`src/rtl/regfile_param.sv`:
```
// Parametrised register file: 1 write port, 2 registered read ports, optional hardwired-zero entry 0.
// Optional same-cycle write-through forwarding to the read ports when REGFILE_BYPASS_EN is defined.
module regfile_param #(
    parameter int unsigned WIDTH    = 32,
    parameter int unsigned DEPTH    = 32,
    parameter int unsigned ADDR_W   = 5,
    parameter int unsigned ZERO_REG = 1
) (
    input  logic              clk,
    input  logic              reset,
    input  logic              we,
    input  logic [ADDR_W-1:0] waddr,
    input  logic [WIDTH-1:0]  wdata,
    input  logic              re,
    input  logic [ADDR_W-1:0] raddr_a,
    input  logic [ADDR_W-1:0] raddr_b,
    output logic [WIDTH-1:0]  rdata_a,
    output logic [WIDTH-1:0]  rdata_b
);

    logic [WIDTH-1:0] entry [DEPTH];
    logic [WIDTH-1:0] rdata_a_q, rdata_a_d;
    logic [WIDTH-1:0] rdata_b_q, rdata_b_d;

    // Each entry is an independent enable/reset word register; entry 0 is a constant when ZERO_REG=1.
    for (genvar i = 0; i < DEPTH; i++) begin : g_entry
        if (ZERO_REG != 0 && i == 0) begin : g_zero
            assign entry[i] = '0;
        end else begin : g_word
            logic [WIDTH-1:0] word_q;
            always_ff @(posedge clk) begin
                if (reset) begin
                    word_q <= '0;
                end else if (we && waddr == ADDR_W'(i)) begin
                    word_q <= wdata;
                end
            end
            assign entry[i] = word_q;
        end
    end

    always_comb begin
        rdata_a_d = rdata_a_q;
        rdata_b_d = rdata_b_q;
        if (re) begin
            rdata_a_d = entry[raddr_a];
            rdata_b_d = entry[raddr_b];
`ifdef REGFILE_BYPASS_EN
            // Forwarding never overrides the hardwired zero entry.
            if (we && waddr == raddr_a && !(ZERO_REG != 0 && raddr_a == '0)) begin
                rdata_a_d = wdata;
            end
            if (we && waddr == raddr_b && !(ZERO_REG != 0 && raddr_b == '0)) begin
                rdata_b_d = wdata;
            end
`endif
        end
    end

    always_ff @(posedge clk) begin
        if (reset) begin
            rdata_a_q <= '0;
            rdata_b_q <= '0;
        end else begin
            rdata_a_q <= rdata_a_d;
            rdata_b_q <= rdata_b_d;
        end
    end

    assign rdata_a = rdata_a_q;
    assign rdata_b = rdata_b_q;

endmodule

```
`config.mk`:
```
export PLATFORM = sky130hd
export DESIGN_NAME = regfile_param
export DESIGN_NICKNAME = d
export VERILOG_FILES = /design/src/rtl/regfile_param.sv
export SDC_FILE = /design/constraint.sdc
export NUM_CORES = 2
export LEC_CHECK = 0
export ABC_AREA = 0
export CORE_UTILIZATION = 30
export DETAILED_ROUTE_END_ITERATION = 10
export DONT_BUFFER_PORTS = 1
export PLACE_DENSITY_LB_ADDON = 0.3
export SLEW_MARGIN = 20
export SYNTH_ARGS = -nofsm -noshare
export SYNTH_HDL_FRONTEND = slang
export SYNTH_SLANG_ARGS = --single-unit
```
`constraint.sdc`:
```
create_clock -name clk -period 2.55 [get_ports clk]
set_clock_uncertainty 0.05 [all_clocks]
set_input_delay 0.765 -clock clk [delete_from_list [all_inputs] [get_ports clk]]
set_output_delay 0.765 -clock clk [all_outputs]
set_load 0.02 [all_outputs]
```
==> impl_metrics.csv <==
group,metric,value,unit
run_status,status,"finished, violations left",
run_status,violations,"negative setup slack",
route,detail-route-antenna-nets,0,
timing,hold_violations,0,
clock_tree,cts_buffers,111,
clock_tree,cts-resized-gates,0,
final_layout,syn_to_final_growth,12.8,%
setup_path,end_kind,"register",
setup_path,path_max_fanout,333,
setup_path,slowest_delay,0.95,ns
place,globalplace.congestion,0.851,
synthesis,synth_seq_cells,1056,
synthesis,yosys.area.top_type,"dfxtp_1",
synthesis,synthDistinctLibCells,56,
setup_path,crit_slowest_cell,"nor4_1",
synthesis,yosysMostFrequentCell,"nand2_1",
clock_tree,cts_tree,"done",
timing,rsz0062_at_grt,"no",
synthesis,synthCells,6156,
timing,drv_slew,0,
synthesis,yosys-top-cells-area,"dfxtp_1 (40%), nand2_1 (14%), mux4_2 (12%)",
run,maxCapViolations,0,
route,drt_iter0_drc,5951,
synthesis,synth_area,0.0530,mm²
setup_path,startpoint_type,"primary input",
global_route,grt_pass1_vias,44900,
floorplan,die_y,422,µm
global_route,grt_max_degree,1039,
route,first_pass_iters,5,
clock_tree,htree_levels,3,
timing,relSlewSlack,13.5,%
synthesis,synthArstFlopShare,0,%
synthesis,syn_area_per_cell,8.60,µm²
synthesis,yosys_most_used_dff,"dfxtp_1",
power,p_leak,19.3,nW
global_route,antenna_found_initial,2,
floorplan,dieArea,0.178,mm²
synthesis,yosys-top-cells-count,"nand2_1 (2,043), a21oi_1 (1,105), dfxtp_1 (1,056)",
route,route.detailed.drc,0,
global_route,overflow,0,
clock_tree,hold_buffers,0,
setup_path,path_class,"primary input to register",
clock_tree,cts.sinks,1056,
setup_path,crit_arrival,3.39,ns
synthesis,yosysWarnings,0,
floorplan,start_util,30.3,%
power,ir_worst_vdd,0.467,mV
timing,setup_ws,-0.255,ns
timing,fin_crit_sh,110,%
worst_hold_path,min_path_type,"primary input to register",
clock_tree,post_cts_buffers,0,
place,hpwl,127000,µm
timing,fin_crit,2.80,ns
place,io_buffers,0,
global_route,grtUsageTotal,23.6,%
final_layout,final_nets,5881,
route,vias_per_cell,5.72,
route,drt-total-wl,219000,µm
timing,worst-slew-pin-transition,1.30,ns
global_route,grt_pass1_wl,316000,µm
setup_path,cpMostUsedCell,"a21oi_1",
final_layout,drive_gt1_share,17.4,%
synthesis,synth_edf_count,0,
power,p_per_area,622,mW/mm²
setup_path,worstPathCellList,"nor2b_2 -> buf_12 -> a221oi_1 -> nor4_1 -> a21oi_1 -> a21oi_1",
floorplan,ios,115,
timing,fmax,0.357,GHz
timing,tns,-1.39,ns
clock_tree,cts_root_buf,"clkbuf_16",
route,wl_per_cell,26.5,µm
clock_tree,clock_latency,0.73,ns
synthesis,ys_seq_area_share,39.9,%
final_layout,nFillCells,17800,
route,num_vias,47200,
place,place_ws,-0.491,ns
synthesis,synth_top_area_share,39.9,%
timing,setup_viol,8,
synthesis,syn_nets,6207,
floorplan,rows,153,
setup_path,cp.required,3.14,ns
clock_tree,clock_path_buffers,3,
floorplan,coreArea,0.175,mm²
clock_tree,path_clk_slew,0.07,ns
setup_path,ff2ff_setup_slack,0.43,ns
floorplan,dieWidth,422,µm
-- worst max-delay path, delay by kind of cell --
kind	cells	cell delay, ns
buf+inv	1	0.22
compound gates	3	0.46
simple gates	2	1.33
-- worst paths after layout --
path | start | end | depth (start not counted)
setup / recovery | raddr_a[1] | rdata_a[9] | 6
hold / removal | reset | g_entry[16].g_word.word_q[10] | 1
setup reg to reg | g_entry[21].g_word.word_q[9] | rdata_a[9] | 5
hold reg to reg | g_entry[19].g_word.word_q[10] | g_entry[19].g_word.word_q[10] | 2
-- report_power, final --
part	switching [mW]	internal, mW	total, mW
Combinational	1.31	0.951	2.27
Clock	7.29	10.7	17.9
Sequential	0.278	16.7	16.9
-- flip-flops by register name (all words and copies together) (netlist names) --
name	count
rdata_a	32
g_entry.g_word.word_q	992
rdata_b	32
-- layout by cell type, fill, tap and decap left out, drive strengths merged, types with 18 or more instances in the layout --
| cell | synthesis | layout |
|---|---|---|
| buf | 187 | 190 |
| nor4 | 52 | 52 |
| mux4 | 290 | 290 |
| nand2 | 2044 | 2044 |
| mux2 | 244 | 244 |
| nor2 | 26 | 26 |
| clkbuf | 443 | 166 |
| a211o | 61 | 61 |
| a21oi | 1105 | 1105 |
| a32o | 18 | 18 |
| o21ai | 48 | 48 |
| dfxtp | 1056 | 1056 |
| a22o | 18 | 18 |
| o221ai | 53 | 53 |
| nor3b | 46 | 46 |
| mux2i | 144 | 144 |
| nor2b | 25 | 25 |
| clkinv | 1 | 24 |
| o22ai | 93 | 93 |
| a221oi | 96 | 96 |
-- final cells by class --
type / count / area [µm²] / area share [%]
clock buffer: 165 / 3390 / 5.67
tap: 2325 / 2910 / 4.87
timing repair buffer: 191 / 2460 / 4.12
antenna: 3 / 7.51 / 0.0126
clock inverter: 43 / 604 / 1.01
inverter: 1 / 3.75 / 0.00628
multi-input combinational: 4469 / 29200 / 48.9
sequential: 1056 / 21100 / 35.4
-- layer usage --
layer	GRT usage, %	vias to the layer above	routed length [µm]
met4	10.9	0	11000
li1	-	21000	-
met3	5.28	442	21700
met1	31.7	23300	89700
met2	35.8	2418	96600
met5	0	-	0
-- stage by stage --
stage                     std cells  cell area, µm²  total power [mW]  hold WS, ns  utilization [%]
after floorplan                6156           53000              19.2        0.392                -
after global placement         8035           55500              19.2        0.398             31.8
after detailed placement       8037           55600              19.3        0.405             31.9
after CTS                      8245           59600              37.0       0.0755             34.1
after global routing           8253           59700              38.1       0.0459             34.2
final                          8253           59700              37.2       0.0742             34.2
-- cell families after synthesis --
logic type             share of synthesized area, %
muxes                                          20.3
AOI/OAI and AO/OA                              17.3
and+or+nand+nor                                17.0
buffers and inverters                          5.46
DFF                                            39.9
Power figures use the tool's default switching activity.
